$ cat config.mk
export PLATFORM = sky130hd
export DESIGN_NAME = tristate_bus_arbiter_flat
export DESIGN_NICKNAME = d
export VERILOG_FILES = /design/src/rtl/tristate_bus_arbiter_if.sv /design/src/rtl/tristate_bus_arbiter.sv /design/src/flat_wrapper.sv
export SDC_FILE = /design/constraint.sdc
export NUM_CORES = 1
export LEC_CHECK = 0
export CORE_MARGIN = 5
export CORE_UTILIZATION = 47
export CTS_CLUSTER_SIZE = 40
export DETAILED_ROUTE_END_ITERATION = 8
export HOLD_SLACK_MARGIN = 0.12
export MAX_ROUTING_LAYER = met4
export PLACE_DENSITY_LB_ADDON = 0.05
export SETUP_SLACK_MARGIN = 0.02
export SKIP_CTS_REPAIR_TIMING = 1
export SYNTH_ARGS = -nofsm -noshare
export SYNTH_HDL_FRONTEND = slang
export SYNTH_SLANG_ARGS = --single-unit
$ cat constraint.sdc
create_clock -name clk -period 1.8 [get_ports clk]
set_input_delay 0.27 -clock clk [delete_from_list [all_inputs] [get_ports clk]]
set_output_delay 0.27 -clock clk [all_outputs]
set_load 0.1 [all_outputs]
$ cat src/rtl/tristate_bus_arbiter_if.sv
// ---------------------------------------------------------------------------
// tristate_bus_arbiter_if
// Bundles the request/grant/driver-enable signals between the shared-bus
// arbiter and its requesters.
//   req     : per-requester level request            (requesters -> arbiter)
//   drv_on  : per-requester "actually driving" status (requesters -> arbiter)
//   gnt     : one-hot grant                           (arbiter -> requesters)
//   drv_en  : one-hot tri-state output enable         (arbiter -> requesters)
//   owner   : index of current owner, valid when busy
//   busy    : bus currently owned
//   preempt : one-cycle pulse when ownership is cut by the hold limit
//   bus_err : sticky contention flag
// Modports: master = arbiter side, slave = requester side.
// ---------------------------------------------------------------------------
interface tristate_bus_arbiter_if #(
   parameter int N_REQ = 4
);
   localparam int OW = $clog2(N_REQ);

   logic [N_REQ-1:0] req;
   logic [N_REQ-1:0] drv_on;
   logic [N_REQ-1:0] gnt;
   logic [N_REQ-1:0] drv_en;
   logic [OW-1:0]    owner;
   logic             busy;
   logic             preempt;
   logic             bus_err;

   modport master (
      input  req, drv_on,
      output gnt, drv_en, owner, busy, preempt, bus_err
   );

   modport slave (
      output req, drv_on,
      input  gnt, drv_en, owner, busy, preempt, bus_err
   );
endinterface

$ cat src/rtl/tristate_bus_arbiter.sv
// ---------------------------------------------------------------------------
// tristate_bus_arbiter
// Round-robin arbiter and driver sequencer for a shared multi-driver wire.
// At most one requester's tri-state enable is high at any time; every release
// is followed by TURN_CYC all-'z turnaround cycles plus one arbitration cycle,
// and a tenure is cut after MAX_HOLD consecutive owned cycles.
// Ports:
//   clk    : single clock, all logic on posedge
//   rst_n  : synchronous, active-low reset
//   bus    : tristate_bus_arbiter_if.master (req, drv_on in; gnt, drv_en,
//            owner, busy, preempt, bus_err out)
// Build option: define BUS_CHECK_EN to include the contention checker that
// drives the sticky bus_err flag; without it drv_on is ignored and bus_err=0.
// ---------------------------------------------------------------------------
module tristate_bus_arbiter #(
   parameter int N_REQ    = 4,
   parameter int MAX_HOLD = 16,
   parameter int TURN_CYC = 1
) (
   input  logic                   clk,
   input  logic                   rst_n,
   tristate_bus_arbiter_if.master bus
);
   localparam int OW = $clog2(N_REQ);
   localparam int HW = $clog2(MAX_HOLD + 1);
   localparam int TW = $clog2(TURN_CYC + 1);
   localparam logic [HW-1:0] HOLD_LIM = HW'(MAX_HOLD);
   localparam logic [TW-1:0] TURN_LIM = TW'(TURN_CYC);

   typedef enum logic [1:0] {IDLE, OWN, TURN} state_t;

   state_t           state_reg, state_next;
   logic [HW-1:0]    hold_cnt_reg, hold_cnt_next;
   logic [TW-1:0]    turn_cnt_reg, turn_cnt_next;
   logic [OW-1:0]    owner_reg, owner_next;
   logic [OW-1:0]    last_owner_reg, last_owner_next;
   logic [N_REQ-1:0] gnt_reg, gnt_next;
   logic             preempt_reg, preempt_next;
   logic             bus_err_reg, bus_err_next;

   logic [OW-1:0]    pick;
   logic             pick_valid;
   logic             release_own;

   // Rotating search starting just after the last owner, so a requester that
   // was just released (preempted or not) is considered last.
   always_comb begin
      logic [OW-1:0] idx;
      pick       = '0;
      pick_valid = 1'b0;
      idx        = '0;
      for (int k = 1; k <= N_REQ; k++) begin
         idx = OW'((int'(last_owner_reg) + k) % N_REQ);
         if (!pick_valid && bus.req[idx]) begin
            pick       = idx;
            pick_valid = 1'b1;
         end
      end
   end

   // Owner gives up the bus either voluntarily (req dropped) or at the limit.
   assign release_own = (state_reg == OWN) &&
                        (!bus.req[owner_reg] || hold_cnt_reg == HOLD_LIM);

   // State and registered outputs.
   always_ff @(posedge clk) begin
      if (!rst_n) begin
         state_reg      <= IDLE;
         hold_cnt_reg   <= '0;
         turn_cnt_reg   <= '0;
         owner_reg      <= '0;
         last_owner_reg <= OW'(N_REQ - 1);  // requester 0 searched first
         gnt_reg        <= '0;
         preempt_reg    <= 1'b0;
         bus_err_reg    <= 1'b0;
      end else begin
         state_reg      <= state_next;
         hold_cnt_reg   <= hold_cnt_next;
         turn_cnt_reg   <= turn_cnt_next;
         owner_reg      <= owner_next;
         last_owner_reg <= last_owner_next;
         gnt_reg        <= gnt_next;
         preempt_reg    <= preempt_next;
         bus_err_reg    <= bus_err_next;
      end
   end

   // Next-state logic.
   always_comb begin
      state_next      = state_reg;
      hold_cnt_next   = hold_cnt_reg;
      turn_cnt_next   = turn_cnt_reg;
      owner_next      = owner_reg;
      last_owner_next = last_owner_reg;
      case (state_reg)
         IDLE: begin
            if (pick_valid) begin
               state_next    = OWN;
               owner_next    = pick;
               hold_cnt_next = HW'(1);
            end
         end
         OWN: begin
            if (release_own) begin
               state_next      = TURN;
               last_owner_next = owner_reg;
               turn_cnt_next   = TURN_LIM;
            end else if (hold_cnt_reg != HOLD_LIM) begin
               hold_cnt_next = hold_cnt_reg + 1'b1;
            end
         end
         TURN: begin
            // Requests are deliberately not looked at here.
            if (turn_cnt_reg <= TW'(1)) begin
               state_next = IDLE;
            end else begin
               turn_cnt_next = turn_cnt_reg - 1'b1;
            end
         end
         default: state_next = IDLE;
      endcase
   end

   // Output logic: next values of the registered outputs plus busy.
   always_comb begin
      gnt_next     = gnt_reg;
      preempt_next = 1'b0;
      case (state_reg)
         IDLE: begin
            if (pick_valid) begin
               gnt_next = {{(N_REQ-1){1'b0}}, 1'b1} << pick;
            end
         end
         OWN: begin
            if (release_own) begin
               gnt_next     = '0;
               preempt_next = bus.req[owner_reg];  // still wanted it: forced cut
            end
         end
         default: gnt_next = '0;
      endcase
   end

`ifdef BUS_CHECK_EN
   // Contention: more than one driver, or a driver without an enable.
   always_comb begin
      bus_err_next = bus_err_reg
                   | (|(bus.drv_on & (bus.drv_on - 1'b1)))
                   | (|(bus.drv_on & ~gnt_reg));
   end
`else
   // drv_on has no consumer when the checker is compiled out.
   logic drv_on_unused;
   assign drv_on_unused = ^bus.drv_on;
   assign bus_err_next  = 1'b0;
`endif

   assign bus.gnt     = gnt_reg;
   assign bus.drv_en  = gnt_reg;  // enable and grant are the same register
   assign bus.owner   = owner_reg;
   assign bus.busy    = (state_reg == OWN);
   assign bus.preempt = preempt_reg;
   assign bus.bus_err = bus_err_reg;

endmodule

$ cat src/flat_wrapper.sv
// flat-port wrapper written by rule: the top's interface ports become plain ports
module tristate_bus_arbiter_flat 
#(
   parameter int N_REQ    = 4,
   parameter int MAX_HOLD = 16,
   parameter int TURN_CYC = 1
)
  (clk, rst_n, bus_req, bus_drv_on, bus_gnt, bus_drv_en, bus_owner, bus_busy, bus_preempt, bus_bus_err);
  tristate_bus_arbiter_if #(.N_REQ(N_REQ)) bus_i ();
  input  logic clk;
  input  logic rst_n;
  input wire logic [$bits(bus_i.req)-1:0] bus_req;
  input wire logic [$bits(bus_i.drv_on)-1:0] bus_drv_on;
  output wire logic [$bits(bus_i.gnt)-1:0] bus_gnt;
  output wire logic [$bits(bus_i.drv_en)-1:0] bus_drv_en;
  output wire logic [$bits(bus_i.owner)-1:0] bus_owner;
  output wire logic [$bits(bus_i.busy)-1:0] bus_busy;
  output wire logic [$bits(bus_i.preempt)-1:0] bus_preempt;
  output wire logic [$bits(bus_i.bus_err)-1:0] bus_bus_err;
  assign bus_i.req = bus_req;
  assign bus_i.drv_on = bus_drv_on;
  assign bus_gnt = bus_i.gnt;
  assign bus_drv_en = bus_i.drv_en;
  assign bus_owner = bus_i.owner;
  assign bus_busy = bus_i.busy;
  assign bus_preempt = bus_i.preempt;
  assign bus_bus_err = bus_i.bus_err;
  tristate_bus_arbiter #(.N_REQ(N_REQ), .MAX_HOLD(MAX_HOLD), .TURN_CYC(TURN_CYC)) u_core (.clk(clk), .rst_n(rst_n), .bus(bus_i));
endmodule
# Word-level counts from Yosys, hierarchy flattened
# Index checks and enable logic that the tools add are counted.
dict set report totals {
  rom_bits 0
  inputBits 10
  out_inout_bits 13
  reg_bits 17
  elab_cells 81
  n_memories 0
  ramBits 0
  latch_bits 0
}
dict set report op_classes {
  magnitude_cmp 6
  n_addsub 6
  div_mod_pow 0
  n_reduce_logical 19
  n_bitwise 0
  n_mux 32
  shift 1
  mul 0
  n_eq_ne 10
}
# operator n
set op_table {}
lappend op_table {{< comparator 2 x 3 -> 1 bit, second input constant} 5}
lappend op_table {{two-way mux 5 bit} 3}
lappend op_table {{two-way mux 2 bit} 7}
lappend op_table {{two-way mux 1 bit} 11}
lappend op_table {{binary-select mux 1 bit (select 2 bit)} 5}
lappend op_table {{one-hot mux 5 bit (2 select lines)} 1}
lappend op_table {{AND reduction 3 bit} 3}
lappend op_table {{two-way mux 4 bit} 2}
lappend op_table {{inequality test 2 x 1 -> 1 bit, second input constant} 4}
lappend op_table {{one-hot mux 4 bit (2 select lines)} 1}
lappend op_table {{one-hot mux 2 bit (3 select lines)} 1}
lappend op_table {{AND reduction 2 bit} 3}
lappend op_table {{adder 5 x 1 -> 5 bit, second input constant} 1}
lappend op_table {{equality test 5 bit, second input constant} 1}
lappend op_table {{inequality test 5 bit, second input constant} 1}
lappend op_table {{adder 2 x 1 -> 2 bit, second input constant} 2}
lappend op_table {{adder 2 bit, second input constant} 2}
lappend op_table {{logical AND 1 bit} 4}
lappend op_table {{zero test 1 bit} 4}
lappend op_table {{inequality test 2 bit, second input constant} 2}
lappend op_table {{AND reduction 4 bit} 1}
lappend op_table {{nonzero test 2 bit} 2}
lappend op_table {{<< shifter 1 x 2 -> 4 bit, first input constant} 1}
lappend op_table {{equality test 2 x 1 -> 1 bit, second input constant} 1}
lappend op_table {{other kinds (6)} 6}

# Logic depth before layout (Yosys ltp)
# Gate-level depths: netlist of the first run.
dict set report depth {
  ltp_word 16
  depth_mapped 6
}

# Worst setup path before layout of the first run
# Ideal clock, no wire load.
dict set report synth_path {
  path_type {reg2reg}
  startpoint {reg u_core.state_reg[0]}
  endpoint {reg u_core.last_owner_reg[0]}
  path_stages_with_launch 6
  setup_ns 0.128
  arrival_time_ns 2.749
  setup_slack_ns -1.077
  synth_period_minus_slack_ns 2.877
  cell_sequence {dfxtp_1 > clkbuf_1 > nor2b_1 > a21boi_0 > mux2i_1 > nand2_1}
}
dict set report synth_via {
  elab_chain_cells 3
}
# element line_no
set synth_lines {}
lappend synth_lines {{from (decl)} tristate_bus_arbiter.sv:32} ;# state_t state_reg, state_next;
lappend synth_lines {{from (signal assigned)} tristate_bus_arbiter.sv:77} ;# state_reg <= state_next;
lappend synth_lines {{equality test 2 x 1 -> 1 bit (*)} --}
lappend synth_lines {{net bus_busy} flat_wrapper.sv:17} ;# output wire logic [$bits(bus_i.busy)-1:0] bus_busy;
lappend synth_lines {{logical AND 1 bit} tristate_bus_arbiter.sv:62} ;# assign release_own = (state_reg == OWN) &&
lappend synth_lines {{AND reduction 2 bit (no line) (*)} --}
lappend synth_lines {{to (signal assigned)} tristate_bus_arbiter.sv:72} ;# last_owner_reg <= OW'(N_REQ - 1);
lappend synth_lines {{to (signal assigned)} tristate_bus_arbiter.sv:81} ;# last_owner_reg <= last_owner_next;
lappend synth_lines {{to (decl)} tristate_bus_arbiter.sv:36} ;# logic [OW-1:0] last_owner_reg, last_owner_next;
# The timed path passes the listed nets; every way through them passes the cells marked *.
# A chain may end at the register's enable or synchronous reset.

# Worst setup path in the final report of the first run
dict set report layout_path {
  startpoint {in bus_req[2]}
  endpoint {reg u_core.hold_cnt_reg[2]}
}
dict set report layout_via {
  elab_chain_cells 14
}
# element line_no
set layout_lines {}
lappend layout_lines {{from (decl)} flat_wrapper.sv:12} ;# input wire logic [$bits(bus_i.req)-1:0] bus_req;
lappend layout_lines {{binary-select mux 1 bit (select 2 bit)} tristate_bus_arbiter.sv:54} ;# if (!pick_valid && bus.req[idx]) begin
lappend layout_lines {{two-way mux 1 bit (not written as such)} tristate_bus_arbiter.sv:54}
lappend layout_lines {{two-way mux 1 bit} tristate_bus_arbiter.sv:54}
lappend layout_lines {{zero test 1 bit} tristate_bus_arbiter.sv:54}
lappend layout_lines {{logical AND 1 bit} tristate_bus_arbiter.sv:54}
lappend layout_lines {{two-way mux 1 bit} tristate_bus_arbiter.sv:54}
lappend layout_lines {{zero test 1 bit} tristate_bus_arbiter.sv:54}
lappend layout_lines {{logical AND 1 bit} tristate_bus_arbiter.sv:54}
lappend layout_lines {{two-way mux 1 bit} tristate_bus_arbiter.sv:54}
lappend layout_lines {{zero test 1 bit} tristate_bus_arbiter.sv:54}
lappend layout_lines {{logical AND 1 bit} tristate_bus_arbiter.sv:54}
lappend layout_lines {{two-way mux 1 bit} tristate_bus_arbiter.sv:54}
lappend layout_lines {{inequality test 2 x 1 -> 1 bit (no line)} --}
lappend layout_lines {{AND reduction 4 bit (no line) (*)} --}
lappend layout_lines {{to (signal assigned)} tristate_bus_arbiter.sv:78} ;# hold_cnt_reg <= hold_cnt_next;
lappend layout_lines {{to (decl)} tristate_bus_arbiter.sv:33} ;# logic [HW-1:0] hold_cnt_reg, hold_cnt_next;
# Every way passes the cells marked *; elsewhere a longest branch is shown, timed or not. The select of a mux whose other input is x is not followed.

==> out/qor_table.md, run 1 <==
| Metric | Reported | Unit |
|:---|:---|:---|
| Max IR drop VDD | 0.625 | mV |
| Status | completed | - |
| GR met3 Demand/Resource | 5.92 | % |
| Leakage power | 0.514 | nW |
| Share of synthesized area spent on multiplexers | 7.60 | % |
| Initial Util | 50.0 | % |
| Number of flip-flops in the largest register | 5 | - |
| Global Route met2 Usage | 23.8 | % |
| TritonCTS buffer count | 3 | - |
| Fraction of the mapped netlist area in compound gates | 22.2 | % |
| Largest net degree at the start of global routing | 12 | - |
| Cell area after layout | 0.00119 | mm² |
| Instance area after placement | 0.00111 | mm² |
| Final Hold Fails | 0 | - |
| Antenna Nets Post-Route | 0 | - |
| Insertion delay to the later sink of the worst-skew pair | 0.29 | ns |
| Max Slew Vio Count | 0 | - |
| Synth area leaders | sky130_fd_sc_hd__dfxtp_1 (37%), sky130_fd_sc_hd__mux2i_1 (4.6%), sky130_fd_sc_hd__buf_4 (4.3%), sky130_fd_sc_hd__a22o_1 (4.0%), sky130_fd_sc_hd__nand2_1 (3.4%) | - |
| Number of antenna violations at the first check in global routing | 0 | - |
| Chip Height | 53.1 | µm |
| Largest family of logic cells by synthesized area | compound AO/OA/AOI/OAI gates | - |
| Site row count | 15 | - |
| Maximum root-to-sink buffer count | 2 | - |
| Total of max-cap violations | 0 | - |
| Top Ports | 23 | - |
| Biggest fanout along the worst timing path | 3 | - |
| Busiest grt layer | met2 | - |
| Number of cells traversed by the worst hold path | 4 | - |
| Synthesized instance count | 99 | - |
| Average cell area after synthesis | 8.81 | µm² |
| Distinct cell type count of the synthesized netlist | 38 | - |
| Clock Root Buffer | sky130_fd_sc_hd__clkbuf_4 | - |
| Hold endpoint | u_core.hold_cnt_reg[3]$_SDFFE_PN0P_ | - |
| Simple logic cell fraction of the synthesized area | 22.2 | % |
| Reg-to-reg startpoint | u_core.bus.owner[0]$_SDFFE_PN0P_ | - |
| Critical Path RT | 2.04 | ns |
| Ratio of routed vias to standard cells | 5.50 | - |
| Number of nets at the end of the flow | 136 | - |
| HPWL after DPL | 1460 | µm |
| Die span in x | 53.1 | µm |
| RSZ-0062 raised after global routing | true | - |
| Number of failing setup endpoints in the final timing report | 0 | - |
| Total congestion overflow after global routing | 0 | - |
| XOR/XNOR share of the synthesized area | 0 | % |
| Count of H-tree levels built during CTS | 1 | - |
| Worst hold-check path type | primary input to flop | - |
| Overall via count from detail_route | 814 | - |
| Via count of the first global-routing pass | 728 | - |
| Yosys warning total | 0 | - |
| Util after Layout | 68.0 | % |
| Post-synth top area share | 36.7 | % |
| # diodes | 0 | - |
| First-pass DRT Iterations | 4 | - |
| Power Total | 1.12 | mW |
| Net Count, Synth | 111 | - |
| Share of the yosys chip area belonging to registers | 36.7 | % |
| Routed WL | 1930 | µm |
| Min Clock Period, post-route | 1.75 | ns |
| Mapped cell area | 872 | µm² |
| Clock tree from TritonCTS | done | - |
| Worst reg2reg path depth | 5 | - |
| Post-route DRC violation count | 0 | - |
| First-pass GRT wire length | 3340 | µm |
| Post-synthesis share of cell area spent on full adders, half adders and majority gates | 2.87 | % |
| Final clock period utilization by the worst path | 97.4 | % |
| Area growth, synth to finish | 36.0 | % |
| Register-to-Register Setup Slack | 0.19 | ns |
| Achievable clock frequency | 570 | MHz |
| Cell accounting for the most synthesized area | sky130_fd_sc_hd__dfxtp_1 | - |
| Post-CTS clock slew at the launch and capture registers of the worst setup and hold paths | 0.09 | ns |
| Setup crit start kind | primary input | - |
| Worst clock skew on the final layout | 0.00550 | ns |
| Sort of element at the end of the critical path | flop | - |
| Total global routing track utilization | 16.8 | % |
| End of the worst register-to-register path | u_core.state_reg[0]$_SDFFE_PN0P_ | - |
| Share of layout cells above drive strength 1 | 32.5 | % |
| PwrDens | 947 | mW/mm² |
| CP Class | primary input to flop | - |
| Detailed router's first-iteration violation count | 25 | - |
| Seq cells post-synth | 16 | - |
| Wire length per cell after detailed routing | 13.1 | µm |
| Global-route met1 utilization | 21.8 | % |
| Startpoint of the worst hold path | bus_req[3] | - |
| Port bufs | 17 | - |
| Signal arrival time at the worst endpoint | 2.00 | ns |
| Global placer's final weighted congestion | 0.808 | - |
| Num Clock Sinks | 16 | - |
| Core Area | 0.00175 | mm² |
| Worst setup path start | bus_req[2] | - |
| Die area | 0.00282 | mm² |
-- logic make-up after synthesis --
group | count (synthesis)
DFF | 16
muxes | 5
AOI/OAI and AO/OA | 27
and+or+nand+nor | 35
other | 1
buffers and inverters | 13
adders and majority gates | 2
-- synthesized netlist by cell type, drive strengths merged --
cell,instances
dfxtp,16
nand2,8
buf,6
nor2,6
a21oi,5
a22o,4
inv,4
mux2i,4
o21ai,4
clkbuf,3
nand4,3
nor2b,3
a21o,2
and3,2
ha,2
nor3,2
nor4,2
o21a,2
o221ai,2
or4,2
a211oi,1
a21boi,1
a311oi,1
a31oi,1
and4b,1
conb,1
mux4,1
nand2b,1
nand3,1
nand3b,1
nand4bb,1
nor3b,1
o2111ai,1
o211ai,1
o221a,1
o41ai,1
or3,1
-- critical path, stage by stage --
cell                              delay [ns]
sky130_fd_sc_hd__clkdlybuf4s50_1        0.42
sky130_fd_sc_hd__or4_4                  0.54
sky130_fd_sc_hd__a21o_1                 0.20
sky130_fd_sc_hd__or4_1                  0.49
sky130_fd_sc_hd__nand2_1                0.08
-- power by group --
| part | internal (mW) | total (mW) | switching [mW] |
|---|---|---|---|
| registers | 0.386 | 0.428 | 0.0427 |
| logic | 0.149 | 0.456 | 0.307 |
| clock network | 0.123 | 0.238 | 0.115 |
-- worst max path at each step --
stage,endpoint,depth (start not counted)
2_1_floorplan,u_core.bus.drv_en[0]$_SDFFE_PN0P_,4
3_3_place_gp,u_core.bus.drv_en[3]$_SDFFE_PN0P_,4
3_5_place_dp,u_core.bus.drv_en[1]$_SDFFE_PN0P_,4
4_1_cts,u_core.bus.drv_en[3]$_SDFFE_PN0P_,4
5_1_grt,u_core.state_reg[0]$_SDFFE_PN0P_,7
6_report,u_core.hold_cnt_reg[2]$_SDFFE_PN0P_,5
-- final cells by class --
| class | instances | area (µm²) |
|---|---|---|
| flip-flops and latches | 16 | 325 |
| repair buffers | 29 | 245 |
| well taps | 25 | 31.3 |
| inverters | 4 | 15.0 |
| fillers | 153 | 559 |
| clock buffers | 4 | 36.3 |
| multi-input cells | 70 | 533 |
-- layout by cell type (no fill, tap or decap), types with 2 or more instances in the layout --
cell and instances:
sky130_fd_sc_hd__a21o_1 2, sky130_fd_sc_hd__a21oi_1 3, sky130_fd_sc_hd__a22o_1 4, sky130_fd_sc_hd__and3_1 2, sky130_fd_sc_hd__buf_4 23, sky130_fd_sc_hd__clkbuf_4 3, sky130_fd_sc_hd__clkdlybuf4s50_1 4, sky130_fd_sc_hd__dfxtp_1 14
sky130_fd_sc_hd__ha_1 2, sky130_fd_sc_hd__inv_1 4, sky130_fd_sc_hd__mux2i_1 4, sky130_fd_sc_hd__nand2_1 8, sky130_fd_sc_hd__nand4_1 3, sky130_fd_sc_hd__nor2_1 6, sky130_fd_sc_hd__nor2b_1 2, sky130_fd_sc_hd__nor3_1 2
sky130_fd_sc_hd__nor4_1 2, sky130_fd_sc_hd__o21a_1 2, sky130_fd_sc_hd__o21ai_0 2, sky130_fd_sc_hd__o221ai_1 2
-- per-stage QoR --
stage	setup TNS, ns	worst slack (ns)	hold WS (ns)	cells
after floorplan	0	0.0618	0.455	99
after global placement	-2.77	-0.303	0.493	143
after detailed placement	-3.18	-0.371	0.501	143
after CTS	-0.216	-0.0556	0.524	147
after global routing	0	0.00890	0.477	148
final	0	0.0461	0.459	148
-- per-layer routing --
| layer | vias up | wire [µm] |
|---|---|---|
| met5 | - | 0 |
| met4 | 0 | 21 |
| met3 | 2 | 121 |
| met2 | 23 | 850 |
| met1 | 378 | 939 |
| li1 | 411 | - |
Note: power is estimated with default switching activity, not from simulation.
==> run 2, diff against run 1 <==
CORE_UTILIZATION = 30   (was 47)
==> run 2 against run 1 <==
Sequential power barely moved; via count rose by 4.4%; highest routed layer unchanged; clock skew rose by 0.015 ns; first-iteration DRC count fell by 52%; critical path type unchanged; clock-buffer cell count did not move; critical path depth did not move; combinational power rose by 1%.
==> out/qor_table.md, run 2 (same netlist as run 1, synthesis figures left out) <==
| Metric | Reported | Unit | Delta |
|:---|:---|:---|:---|
| Largest net degree at the start of global routing | 12 | - | unchanged |
| # diodes | 0 | - | unchanged |
| End of the worst register-to-register path | u_core.hold_cnt_reg[1]$_SDFFE_PN0P_ | - |  |
| Overall via count from detail_route | 850 | - | +4.4% |
| Post-route DRC violation count | 0 | - | unchanged |
| Pre-CTS setup slack | -0.428 | ns | -0.0567 ns |
| Status | completed | - |  |
| Register-to-Register Setup Slack | 0.17 | ns | -0.02 ns |
| Clock Root Buffer | sky130_fd_sc_hd__clkbuf_4 | - |  |
| Critical path's slowest cell | sky130_fd_sc_hd__or4_4 | - |  |
| HPWL after DPL | 1700 | µm | +16% |
| Busiest grt layer | met2 | - |  |
| Die area | 0.00409 | mm² | +45% |
| Achievable clock frequency | 577 | MHz | +1.2% |
| Core Area | 0.00278 | mm² | +59% |
| Maximum root-to-sink buffer count | 2 | - | unchanged |
| Worst hold slack across all endpoints | 0.434 | ns | -0.0253 ns |
| Critical Path RT | 2.04 | ns | about the same |
| Biggest fanout along the worst timing path | 3 | - | unchanged |
| Sort of element at the end of the critical path | flop | - |  |
| Number of antenna violations at the first check in global routing | 0 | - | unchanged |
| Min Clock Period, post-route | 1.73 | ns | -0.0216 ns |
| Most common library cell in the layout ignoring fill and taps | sky130_fd_sc_hd__buf_4 | - |  |
| Leakage power | 0.532 | nW | +3.4% |
| Area growth, synth to finish | 36.4 | % |  |
| Total global routing track utilization | 11.8 | % | -5.0 points |
| Delay of the slowest cell on the worst path | 0.53 | ns | about the same |
| Initial Util | 31.4 | % | -19 points |
| Util after Layout | 42.8 | % | -25 points |
| Clock tree from TritonCTS | done | - |  |
| Chip Height | 63.9 | µm | +20% |
| Final total negative setup slack | 0 | ns | unchanged |
| Total of max-cap violations | 0 | - | unchanged |
| Signal arrival time at the worst endpoint | 1.97 | ns | -0.03 ns |
| Count of H-tree levels built during CTS | 1 | - | unchanged |
| Most frequent cells in the layout | sky130_fd_sc_hd__buf_4 (24), sky130_fd_sc_hd__dfxtp_1 (14), sky130_fd_sc_hd__nand2_1 (7) | - |  |
| Number of nets at the end of the flow | 137 | - | +0.74% |
| Worst-case setup margin in the final layout | 0.0677 | ns | +0.0216 ns |
| Worst reg2reg path depth | 6 | - | +1 |
| Die span in x | 63.9 | µm | +20% |
| CP Class | primary input to flop | - |  |
| Total congestion overflow after global routing | 0 | - | unchanged |
| Final Hold Fails | 0 | - | unchanged |
| GR met3 Demand/Resource | 2.28 | % | -3.6 points |
| Cells traversed along the worst timing path | clkdlybuf4s50_1 -> or4_4 -> a21o_1 -> or4_4 -> nand2_2 | - |  |
| Insertion delay to the later sink of the worst-skew pair | 0.31 | ns | +0.02 ns |
| PwrDens | 930 | mW/mm² | -1.8% |
| Worst clock skew on the final layout | 0.0202 | ns | +0.0147 ns |
| Antenna Nets Post-Route | 0 | - | unchanged |
| Number of flip-flops in the largest register | 5 | - | unchanged |
| Global-route met1 utilization | 14.1 | % | -7.7 points |
| Max Slew Vio Count | 0 | - | unchanged |
| Wire length per cell after detailed routing | 14.0 | µm | +7.4% |
| Num Clock Sinks | 16 | - | unchanged |
| Setup crit start kind | primary input | - |  |
| Cell seen most often among critical-path stages | sky130_fd_sc_hd__or4_4 | - |  |
| First-pass DRT Iterations | 3 | - | -1 |
| Destination of the critical timing path | u_core.hold_cnt_reg[2]$_SDFFE_PN0P_ | - |  |
| Detailed router's first-iteration violation count | 12 | - | -52% |
| Reg-to-reg startpoint | u_core.bus.owner[0]$_SDFFE_PN0P_ | - |  |
| Worst hold-check path type | primary input to flop | - |  |
| Worst setup path start | bus_req[1] | - |  |
| Number of failing setup endpoints in the final timing report | 0 | - | unchanged |
| Max IR drop VDD | 0.554 | mV | -11% |
| TritonCTS buffer count | 3 | - | unchanged |
| Port bufs | 17 | - | unchanged |
| Share of layout cells above drive strength 1 | 31.5 | % | -1.1 points |
| Post-CTS clock slew at the launch and capture registers of the worst setup and hold paths | 0.12 | ns | +0.03 ns |
| First-pass GRT wire length | 3770 | µm | +13% |
| Ratio of routed vias to standard cells | 5.48 | - | -0.29% |
| Global Route met2 Usage | 17.8 | % | -5.9 points |
| Final clock period utilization by the worst path | 96.2 | % | -1.2 points |
| Site row count | 19 | - | +4 |
| RSZ-0062 raised after global routing | false | - |  |
| Routed WL | 2170 | µm | +13% |
| Via count of the first global-routing pass | 846 | - | +16% |
| Top Ports | 23 | - | unchanged |
| Global placer's final weighted congestion | 0.737 | - | -8.8% |
-- run 2: how the worst min path moves through the flow --
stage	endpoint	slack, ns	cells after the start	start
floorplan	u_core.bus.owner[1]$_SDFFE_PN0P_	0.45	2	rst_n
global placement	u_core.hold_cnt_reg[3]$_SDFFE_PN0P_	0.49	2	u_core.hold_cnt_reg[3]$_SDFFE_PN0P_
detailed placement	u_core.hold_cnt_reg[3]$_SDFFE_PN0P_	0.50	2	u_core.hold_cnt_reg[3]$_SDFFE_PN0P_
CTS	u_core.hold_cnt_reg[3]$_SDFFE_PN0P_	0.52	2	u_core.hold_cnt_reg[3]$_SDFFE_PN0P_
global route	u_core.hold_cnt_reg[3]$_SDFFE_PN0P_	0.46	4	bus_req[2]
finish	u_core.hold_cnt_reg[3]$_SDFFE_PN0P_	0.43	4	bus_req[0]
-- run 2: area by class of cell --
type,instances,area [µm²]
well taps,31,38.8
fillers,287,1590
flip-flops and latches,16,325
clock buffers,4,26.3
multi-input cells,70,527
repair buffers,30,258
inverters,4,15.0
-- run 2: metal layers --
layer | share of wire [%] | routed length (µm)
met4 | 2.3 | 51
met1 | 48 | 1050
met2 | 46 | 996
met3 | 3.7 | 80
met5 | 0 | 0
-- run 2: metrics by stage --
step / cell area (µm²) / std cells / power, mW
final: 1190 / 155 / 1.11
after global routing: 1190 / 155 / 1.17
after CTS: 1160 / 155 / 1.11
after detailed placement: 1130 / 151 / 0.892
after global placement: 1130 / 151 / 0.893
after floorplan: 897 / 99 / 0.770
-- run 2: where the power goes --
part | switching (mW) | internal, mW
Combinational | 0.310 | 0.151
Clock | 0.131 | 0.0864
Sequential | 0.0426 | 0.386
Total | 0.484 | 0.623
-- run 2: critical path: cells and delay by family --
family	cells	cell delay, ns
simple gates	3	1.04
buf+inv	1	0.45
compound gates	1	0.22
==> run 3, diff against run 2 <==
DONT_BUFFER_PORTS = 1   (was unset)
==> run 3 against run 2 <==
Sequential cell count is the same; cell count shrank 12%; clock skew shrank 0.016 ns; hold slack lost 0.31 ns; critical path type is now flop to primary output; critical endpoint is now bus_busy; largest power group is now registers; highest routed layer unchanged.
==> out/qor_table.md, run 3 (same netlist as run 1, synthesis figures left out) <==
| Metric | Reported | Unit | Delta |
|:---|:---|:---|:---|
| Initial Util | 31.4 | % | unchanged |
| TritonCTS buffer count | 3 | - | unchanged |
| Worst hold-check path type | primary input to flop | - |  |
| HPWL after DPL | 1420 | µm | -16% |
| Critical Path RT | 1.53 | ns | -0.51 ns |
| Ratio of routed vias to standard cells | 5.39 | - | -1.8% |
| Min Clock Period, post-route | 1.68 | ns | -0.0571 ns |
| RSZ-0062 raised after global routing | false | - |  |
| Insertion delay to the later sink of the worst-skew pair | 0.28 | ns | -0.03 ns |
| Signal arrival time at the worst endpoint | 1.41 | ns | -0.56 ns |
| Worst slew pin tran | 0.617 | ns |  |
| Routed WL | 1910 | µm | -12% |
| Max Slew Vio Count | 0 | - | unchanged |
| Detailed router's first-iteration violation count | 15 | - | +3 |
| Overall via count from detail_route | 738 | - | -13% |
| Total global routing track utilization | 9.61 | % | -2.2 points |
| Number of failing setup endpoints in the final timing report | 0 | - | unchanged |
| Global placer's final weighted congestion | 0.670 | - | -9.1% |
| Worst clock skew on the final layout | 0.00423 | ns | -0.0160 ns |
| Largest net degree at the start of global routing | 13 | - | +1 |
| Count of H-tree levels built during CTS | 1 | - | unchanged |
| Clock tree from TritonCTS | done | - |  |
| Leakage power | 0.416 | nW | -22% |
| CP Class | flop to primary output | - |  |
| Critical path's slowest cell | sky130_fd_sc_hd__dfxtp_1 | - |  |
| Total congestion overflow after global routing | 0 | - | unchanged |
| Maximum root-to-sink buffer count | 2 | - | unchanged |
| Status | completed | - |  |
| Area growth, synth to finish | 19.5 | % |  |
| Total of max-cap violations | 0 | - | unchanged |
| Top Ports | 23 | - | unchanged |
| Num Clock Sinks | 16 | - | unchanged |
| Clock Root Buffer | sky130_fd_sc_hd__clkbuf_4 | - |  |
| Cells traversed along the worst timing path | nor2b_4 -> buf_4 | - |  |
| First-pass DRT Iterations | 4 | - | +1 |
| Final total negative setup slack | 0 | ns | unchanged |
| PwrDens | 993 | mW/mm² | +6.8% |
| Setup crit start kind | flop | - |  |
| # diodes | 0 | - | unchanged |
| Post-CTS clock slew at the launch and capture registers of the worst setup and hold paths | 0.10 | ns | -0.02 ns |
| Number of antenna violations at the first check in global routing | 0 | - | unchanged |
| Combined flip-flop and latch cell area | 330 | µm² | +1.5% |
| Filler instances | 291 | - | +1.4% |
| First-pass GRT wire length | 3120 | µm | -17% |
| Worst slew margin relative to its limit | 58.5 | % |  |
| Final clock period utilization by the worst path | 93.1 | % | -3.2 points |
| Final Hold Fails | 0 | - | unchanged |
| Delay of the slowest cell on the worst path | 0.55 | ns | +0.02 ns |
| Share of layout cells above drive strength 1 | 23.6 | % | -7.9 points |
| Number of nets at the end of the flow | 119 | - | -13% |
| Power Total | 1.04 | mW | -6.5% |
| Die span in x | 63.9 | µm | unchanged |
| Sort of element at the end of the critical path | primary output | - |  |
| Via count of the first global-routing pass | 665 | - | -21% |
| Antenna Nets Post-Route | 0 | - | unchanged |
| Site row count | 19 | - | unchanged |
| Core Area | 0.00278 | mm² | unchanged |
| Chip Height | 63.9 | µm | unchanged |
| Achievable clock frequency | 597 | MHz | +3.4% |
| Die area | 0.00409 | mm² | unchanged |
| Biggest fanout along the worst timing path | 11 | - | +8 |
| Most common library cell in the layout ignoring fill and taps | sky130_fd_sc_hd__dfxtp_1 | - |  |
| Max IR drop VDD | 0.565 | mV | +2.0% |
| Port bufs | 0 | - | -17 |
| Wire length per cell after detailed routing | 14.0 | µm | -0.44% |
| Most frequent cells in the layout | sky130_fd_sc_hd__dfxtp_1 (10), sky130_fd_sc_hd__nand2_1 (8), sky130_fd_sc_hd__buf_4 (8) | - |  |
| Post-route DRC violation count | 0 | - | unchanged |
| Number of flip-flops in the largest register | 5 | - | unchanged |
| Multi-input gate area | 502 | µm² | -4.8% |
[run 3: cell count changes in the layout (fill, tap and decap cells not counted), sizes merged]
cell	before	now
dlymetal6s2s	3	0
buf	25	11
dlygate4sd3	0	1
clkdlybuf4s50	2	0
[run 3: through the flow]
| step | hold WS, ns | utilization [%] | worst slack, ns | instances | instance area [µm²] |
|---|---|---|---|---|---|
| floorplan | 0.455 | - | 0.0618 | 99 | 897 |
| global placement | 0.341 | 36.2 | 0.133 | 132 | 1010 |
| detailed placement | 0.341 | 36.2 | 0.120 | 132 | 1010 |
| CTS | 0.0329 | 37.1 | 0.120 | 136 | 1030 |
| global route | 0.127 | 37.5 | 0.0301 | 137 | 1040 |
| finish | 0.127 | 37.5 | 0.125 | 137 | 1040 |
[run 3: area by class of cell]
type / instances / share of cell area [%]
clock buffer: 4 / 2.52
inverter: 4 / 1.44
tap: 31 / 3.72
multi-input combinational: 70 / 48.1
timing repair buffer: 12 / 12.5
sequential: 16 / 31.7
[run 3: path summary, 6_finish.rpt]
kind / from / end / slack, ns / cells past startpoint
max: u_core.state_reg[0]$_SDFFE_PN0P_ / bus_busy / 0.12 / 2
min: rst_n / u_core.state_reg[1]$_SDFFE_PN0P_ / 0.13 / 1
max reg2reg: u_core.bus.owner[0]$_SDFFE_PN0P_ / u_core.bus.drv_en[3]$_SDFFE_PN0P_ / 0.16 / 5
min reg2reg: u_core.bus.drv_en[1]$_SDFFE_PN0P_ / u_core.bus.drv_en[1]$_SDFFE_PN0P_ / 0.48 / 1
[run 3: layer usage]
layer  GRT usage (%)  wire [µm]  vias to the layer above
li1                -          -                      380
met1            12.2        929                      346
met2            13.8        865                       10
met3            2.80        104                        2
met4            4.68         14                        0
met5               -          0                        -
[run 3: worst max-delay path, delay by kind of cell (launching register included)]
family	cells	cell delay, ns
and+or+nand+nor	1	0.25
buffers and inverters	1	0.31
DFF	1	0.55
[run 3: where the power goes]
part	switching [mW]	internal [mW]	total [mW]
Combinational	0.292	0.114	0.405
Sequential	0.0384	0.387	0.426
Clock	0.118	0.0860	0.204
Total	0.448	0.587	1.04
